`src/rtl/wind_input_cond.sv`:
```
// Input conditioning for the wind-direction landing-light FSM: two-flop sync,
// debouncer, illegal-code filter and a step-rate divider pacing the downstream FSM.
module wind_input_cond #(
  parameter int DEBOUNCE_CYCLES = 4,
  parameter int TICK_DIV        = 8
) (
  input  logic       clk,
  input  logic       reset,
  input  logic [1:0] sw_raw,
  output logic [1:0] dir,
  output logic       step,
  output logic       illegal
);

  localparam int CW = $clog2(DEBOUNCE_CYCLES) + 1;
  localparam int TW = $clog2(TICK_DIV);
  localparam logic [CW-1:0] CNT_LAST     = CW'(DEBOUNCE_CYCLES - 1);
  localparam logic [TW-1:0] TCNT_LAST    = TW'(TICK_DIV - 1);
  localparam logic [1:0]    CODE_ILLEGAL = 2'b11;

  logic [1:0]    r_s1;
  logic [1:0]    r_s2;
  logic [1:0]    r_s2_prev;
  logic [1:0]    r_stable;
  logic [CW-1:0] r_cnt;
  logic          r_illegal;
  logic [TW-1:0] r_tcnt;
  logic [1:0]    r_dir;
  logic          r_step;
  logic          w_tick;

  assign w_tick = (r_tcnt == TCNT_LAST);

  // NOTE: non-blocking assignments make every flop sample pre-edge values;
  // blocking ones here would collapse the synchronizer chain into a single stage.
  always_ff @(posedge clk) begin
    if (reset) begin
      r_s1      <= '0;
      r_s2      <= '0;
      r_s2_prev <= '0;
    end else begin
      r_s1      <= sw_raw;
      r_s2      <= r_s1;
      r_s2_prev <= r_s2;
    end
  end

  // A code is accepted only after it has been seen unchanged at s2 for
  // DEBOUNCE_CYCLES+1 consecutive evaluations; any change restarts the count.
  always_ff @(posedge clk) begin
    if (reset) begin
      r_stable  <= '0;
      r_cnt     <= '0;
      r_illegal <= 1'b0;
    end else if (r_s2 == r_stable) begin
      r_cnt <= '0;
    end else if (r_s2 != r_s2_prev) begin
      r_cnt <= '0;
    end else if (r_cnt == CNT_LAST) begin
      r_stable  <= r_s2;
      r_illegal <= (r_s2 == CODE_ILLEGAL);
      r_cnt     <= '0;
    end else begin
      r_cnt <= r_cnt + CW'(1);
    end
  end

  // dir only moves on step edges and samples the pre-edge stable code, so a
  // simultaneous debounce update is delivered one step later.
  always_ff @(posedge clk) begin
    if (reset) begin
      r_tcnt <= '0;
      r_step <= 1'b0;
      r_dir  <= '0;
    end else begin
      r_tcnt <= w_tick ? '0 : r_tcnt + TW'(1);
      r_step <= w_tick;
      if (w_tick && (r_stable != CODE_ILLEGAL)) begin
        r_dir <= r_stable;
      end
    end
  end

  assign dir     = r_dir;
  assign step    = r_step;
  assign illegal = r_illegal;

endmodule

```
`config.mk`:
```
export PLATFORM = sky130hd
export DESIGN_NAME = wind_input_cond
export DESIGN_NICKNAME = d
export VERILOG_FILES = /design/src/rtl/wind_input_cond.sv
export SDC_FILE = /design/constraint.sdc
export NUM_CORES = 1
export LEC_CHECK = 0
export CAP_MARGIN = 30
export CORE_UTILIZATION = 35
export CTS_CLUSTER_SIZE = 12
export DETAILED_ROUTE_END_ITERATION = 6
export PLACE_DENSITY_LB_ADDON = 0.05
export SLEW_MARGIN = 20
export SYNTH_ARGS = -nofsm -noshare
export SYNTH_HDL_FRONTEND = slang
export SYNTH_SLANG_ARGS = --single-unit
```
`constraint.sdc`:
```
create_clock -name clk -period 2.9 [get_ports clk]
set_clock_uncertainty 0.05 [all_clocks]
set_input_delay 0.725 -clock clk [delete_from_list [all_inputs] [get_ports clk]]
set_output_delay 0.725 -clock clk [all_outputs]
set_load 0.05 [all_outputs]
```
==> run summary, run 1 <==
## Outcome
- **status** completed

## Logic synthesis
- **net count of the mapped netlist** 66
- **number of different library cells in the post-synthesis netlist** 18
- **Synth warnings** 0
- **flip-flop and latch count after synthesis** 18
- **fraction of the yosys area taken by sequential cells** 0.552
- **synthesized instance count** 58
- **mean post-synth cell area** 11.3 sq um
- **netlist area before placement** 653 sq um

## Detailed routing
- **M1 wire length** 444 um
- **initial DRC count** 1
- **First-pass DRT Iterations** 2
- **final routed wirelength across all metal layers** 899 um
- **detailed-routed wire length on met3** 18 um
- **met2 routed WL** 423 um
- **antenna-violating nets left** 0
- **mean number of vias per cell** 4.37
- **highest signal layer in the routed design** met4
- **average wire length per cell after detail routing** 9.77 um
- **number of design rule violations left after detail routing** 0
- **vias after detailed routing** 402

## STA
- **unrepaired setup endpoints after global routing** false
- **final number of max-transition violations** 0
- **Rel. slew slack** 0.641
- **Hold Fails Final Rpt** 0
- **Finish-stage setup viols** 0
- **post-route setup TNS** 0 ns
- **portion of the clock cycle consumed by the worst path in the final layout** 0.759
- **transition time at the pin with the least slew margin** 0.537 ns
- **time the worst path needs with I/O delays and setup** 2.20 ns
- **Peak Freq** 0.454 GHz

## Clock tree
- **TritonCTS clock tree** yes
- **clock buffers created by TritonCTS** 3
- **root buf cell** clkbuf_4
- **clock latency reported for the late side of the worst-skew pair** 0.28 ns
- **cts repair resizes** 0
- **buffer depth of the longest clock path** 2
- **post-CTS setup repair buffer count** 0
- **count of hold buffers inserted by post-cts repair** 0
- **H-tree levels** 1
- **clock sinks** 18
- **post-CTS clock slew at the launch and capture registers of the worst setup and hold paths** 0.10 ns

## Hold path
- **Tightest Hold Check Type** flip-flop to flip-flop

## Floorplan
- **Total Die Area** 2040 sq um
- **horizontal extent of the die** 45.2 um
- **Std-Cell Core Area** 1750 sq um
- **height of the chip** 45.2 um
- **effective utilization at floorplan** 0.374
- **number of rows in the core area** 15
- **top-level port count** 8

## Global route
- **via count of the first global-routing pass** 386
- **Remaining Overflow, GRT** 0
- **first-pass GRT wire length** 1.65 mm
- **antenna violations before repair** 0
- **global router's overall resource usage** 0.119
- **maximum number of pins on one net before global-route repair** 18

## Pwr
- **PnR Total Power** 0.399 mW
- **Leak** 0.324 nW
- **power density over the cells** 516 nW/um^2
- **IR Drop Worst-Case VDD** 0.000301 V

## Critical path
- **Max FO, Critical Path** 2
- **critical path arrival** 1.43 ns
- **longest individual stage delay on the worst path** 0.80 ns
- **critical-path cell list** clkdlybuf4s50_1
- **critical path endpoint category** primary output
- **count of buffering cells on the critical path with inverters included** 1
- **kind of critical path** flip-flop to primary output
- **Slowest cell on crit path** clkdlybuf4s50_1
- **cell family with the largest share of critical-path delay** buffers and inverters
- **startpoint type of the worst setup path** flip-flop
- **critical path required time** 2.12 ns

## Cells and area
- **multi-input gate area in the final layout** 282 sq um
- **leading cell type in the layout, fill and taps excluded** dfxtp_1
- **# fillers** 179
- **layout net count** 77
- **Final Core Density** 0.443
- **area growth from synthesis to layout** 18.4%
- **most frequent cells in the layout** dfxtp_1 (18), nor2b_1 (8), clkdlybuf4s50_1 (7)
- **number of antenna cells inserted** 0
- **layout cell share with drive strength beyond 1** 0.104
- **Sequential Area** 360 sq um

## Placed design
- **number of port buffers** 7
- **last weighted congestion value of the routability-driven placer** 0.631
- **HPWL after DPL** 625 um

## Run
- **max-cap violations** 0

sequential cells by signal (all words and copies together) (netlist names):
register	cells
dir	2
illegal	1
r_s2_prev	2
r_stable	2
r_tcnt	3
r_s2	2
r_s1	2
step	1
r_cnt	3
worst paths after layout:
kind / startpoint / to / slack (ns) / cells after the start
setup / recovery: illegal / illegal / 0.70 / 1
hold / removal: r_cnt[0] / r_cnt[0] / 0.38 / 1
setup reg to reg: r_cnt[0] / r_stable[1] / 1.51 / 4
hold reg to reg: r_cnt[0] / r_cnt[0] / 0.38 / 1
synthesized netlist by cell type:
| library cell | number | area [sq um] |
|---|---|---|
| and2b_1 | 2 | 15.0 |
| nand2b_1 | 1 | 6.26 |
| mux2_2 | 2 | 22.5 |
| xnor2_1 | 2 | 17.5 |
| nor3b_1 | 2 | 15.0 |
| o2111ai_2 | 1 | 15.0 |
| nor2b_1 | 8 | 50.1 |
| nor2_1 | 6 | 22.5 |
| nor3_1 | 3 | 15.0 |
| xor2_1 | 2 | 17.5 |
| inv_1 | 2 | 7.51 |
| and2b_2 | 1 | 8.76 |
| ha_1 | 4 | 50.1 |
| clkbuf_1 | 1 | 3.75 |
| nand3b_1 | 1 | 7.51 |
| o2111ai_1 | 1 | 8.76 |
| dfxtp_1 | 18 | 360 |
| mux2i_1 | 1 | 10.0 |
per-layer routing:
layer | up-vias | global-route usage
li1 | 211 | -
met1 | 185 | 0.142
met2 | 4 | 0.186
met3 | 2 | 0.0240
met4 | 0 | 0.0909
met5 | - | 0
per-stage QoR:
stage / instances / setup slack (ns) / area [sq um] / hold slack (ns)
5_1_grt: 92 / 0.633 / 773 / 0.393
2_1_floorplan: 58 / 1.52 / 653 / 0.349
3_3_place_gp: 89 / 0.643 / 751 / 0.363
4_1_cts: 92 / 0.681 / 773 / 0.383
3_5_place_dp: 89 / 0.614 / 751 / 0.369
6_report: 92 / 0.698 / 773 / 0.380
cell type report:
type	count	area share
Timing Repair Buffer	7	0.0906
Clock buffer	3	0.0291
Sequential cell	18	0.466
Tap cell	25	0.0405
Multi-Input combinational cell	37	0.364
Inverter	2	0.00971
cell families (layout without fill, tap and decap cells):
| family | after synthesis | count (layout) | synth area share |
|---|---|---|---|
| AND/OR/NAND/NOR | 24 | 24 | 0.215 |
| buffers and inverters | 3 | 12 | 0.0172 |
| XOR/XNOR | 4 | 4 | 0.0536 |
| multiplexers | 3 | 3 | 0.0498 |
| AO/OA/AOI/OAI | 2 | 2 | 0.0364 |
| adder cells (fa/ha/maj) | 4 | 4 | 0.0766 |
| flip-flops | 18 | 18 | 0.552 |
where the power goes:
part,internal [mW],total [mW],switching [mW]
registers,0.255,0.259,0.00378
clock network,0.0481,0.118,0.0701
logic,0.0123,0.0221,0.00989
Note: power is estimated with default switching activity, not from simulation.
==> run 2: changes to the inputs <==
- clock period: 2.9 -> 2.1 ns (I/O delays scaled with it)
==> run summary, run 2 (synthesis gave the netlist of run 1 again) <==
## Global route
- **via count of the first global-routing pass** 374, -3.1%
- **maximum number of pins on one net before global-route repair** 12, -6
- **global router's overall resource usage** 0.106, -0.0128
- **first-pass GRT wire length** 1.47 mm, -11%
- **antenna violations before repair** 0, unchanged
- **Remaining Overflow, GRT** 0, unchanged

## Placed design
- **HPWL after DPL** 640 um, +2.4%
- **cell area after placement** 758 sq um, +1.0%
- **DP Worst Slack** 0.208 ns, -0.406 ns
- **last weighted congestion value of the routability-driven placer** 0.652, +3.2%
- **number of port buffers** 7, unchanged

## Clock tree
- **clock buffers created by TritonCTS** 3, unchanged
- **post-CTS setup repair buffer count** 0, unchanged
- **clock latency reported for the late side of the worst-skew pair** 0.28 ns, about the same
- **clock sinks** 18, unchanged
- **buffer depth of the longest clock path** 2, unchanged
- **post-CTS clock slew at the launch and capture registers of the worst setup and hold paths** 0.10 ns, about the same
- **H-tree levels** 1, unchanged
- **TritonCTS clock tree** yes
- **cts repair resizes** 0, unchanged
- **root buf cell** clkbuf_4
- **count of hold buffers inserted by post-cts repair** 0, unchanged

## Floorplan
- **effective utilization at floorplan** 0.374, unchanged
- **Std-Cell Core Area** 1750 sq um, unchanged
- **number of rows in the core area** 15, unchanged
- **Total Die Area** 2040 sq um, unchanged
- **horizontal extent of the die** 45.2 um, unchanged
- **height of the chip** 45.2 um, unchanged
- **top-level port count** 8, unchanged

## Critical path
- **critical path required time** 1.52 ns, -0.60 ns
- **startpoint type of the worst setup path** flip-flop
- **longest individual stage delay on the worst path** 0.80 ns, about the same
- **Slowest cell on crit path** clkdlybuf4s50_1
- **cell family with the largest share of critical-path delay** buffers and inverters
- **reg2reg path depth** 4, unchanged
- **count of buffering cells on the critical path with inverters included** 1, unchanged
- **Max FO, Critical Path** 2, unchanged
- **critical path endpoint category** primary output
- **kind of critical path** flip-flop to primary output
- **critical-path cell list** clkdlybuf4s50_1
- **critical path arrival** 1.43 ns, about the same
- **depth of the critical timing path with buffers and inverters included** 1, unchanged

## Pwr
- **Leak** 0.336 nW, +3.7%
- **power density over the cells** 748 nW/um^2, +45%
- **IR Drop Worst-Case VDD** 0.000462 V, +53%

## Detailed routing
- **antenna-violating nets left** 0, unchanged
- **average wire length per cell after detail routing** 9.38 um, -4.0%
- **First-pass DRT Iterations** 4, +2
- **number of design rule violations left after detail routing** 0, unchanged
- **initial DRC count** 2, +1
- **vias after detailed routing** 407, +1.2%
- **final routed wirelength across all metal layers** 882 um, -1.9%
- **mean number of vias per cell** 4.33, -0.91%

## Cells and area
- **layout cell share with drive strength beyond 1** 0.130, +0.0260
- **cell area after layout** 795 sq um, +2.8%
- **largest registers** r_cnt: 3 flops, r_tcnt: 3 flops
- **most frequent cells in the layout** dfxtp_1 (18), nor2b_1 (8), clkdlybuf4s50_1 (7)
- **layout net count** 78, +1.3%
- **leading cell type in the layout, fill and taps excluded** dfxtp_1
- **number of antenna cells inserted** 0, unchanged
- **area growth from synthesis to layout** 21.6%

## STA
- **final number of max-transition violations** 0, unchanged
- **Hold Fails Final Rpt** 0, unchanged
- **Finish-stage setup viols** 0, unchanged
- **Rel. slew slack** 0.670, +0.0293
- **time the worst path needs with I/O delays and setup** 2.01 ns
- **unrepaired setup endpoints after global routing** false
- **Peak Freq** 0.498 GHz
- **post-route setup TNS** 0 ns, unchanged
- **portion of the clock cycle consumed by the worst path in the final layout** 0.956
- **transition time at the pin with the least slew margin** 0.493 ns, -0.0438 ns
- **setup ws final** 0.0915 ns, -0.607 ns

## Run
- **max-cap violations** 0, unchanged

## Hold path
- **Tightest Hold Check Type** flip-flop to flip-flop
- **hold path depth** 1, unchanged

## Outcome
- **status** completed

-- run 2: cell count changes in the layout (fill, tap and decap cells not counted) --
cell	change
buf_4	+1
clkbuf_8	+1
-- run 2: layer usage --
metal,global-route usage,vias up,share of wire
met2,0.177,6,0.45
met1,0.104,185,0.50
met3,0.0600,2,0.036
met5,0,-,0
li1,-,214,-
met4,0.0545,0,0.014
-- run 2: where the power goes --
part           internal (mW)  switching [mW]  total, mW
clock network          0.105           0.100      0.205
logic                 0.0181          0.0139     0.0320
registers              0.352         0.00501      0.357
-- run 2: final timing paths --
kind,start,end,slack [ns]
setup reg to reg,r_cnt[0],r_stable[1],0.70
setup / recovery,dir[0],dir[0],0.09
hold / removal,r_cnt[0],r_cnt[0],0.38
hold reg to reg,r_cnt[0],r_cnt[0],0.38
-- run 2: area by class of cell --
cell class                 count  area (sq um)
fill                         172           951
sequential                    18           360
multi-input combinational     37           282
timing repair buffer           8          77.6
clock buffer                   4          36.3
tap                           25          31.3
inverter                       2          7.51
-- run 2: per-stage QoR --
stage / power (mW) / instances / hold WS [ns] / util
after floorplan: 0.385 / 58 / 0.349 / -
after global placement: 0.397 / 90 / 0.369 / 0.434
after detailed placement: 0.398 / 90 / 0.376 / 0.434
after CTS: 0.608 / 94 / 0.391 / 0.455
after global routing: 0.633 / 94 / 0.401 / 0.455
final: 0.595 / 94 / 0.384 / 0.455
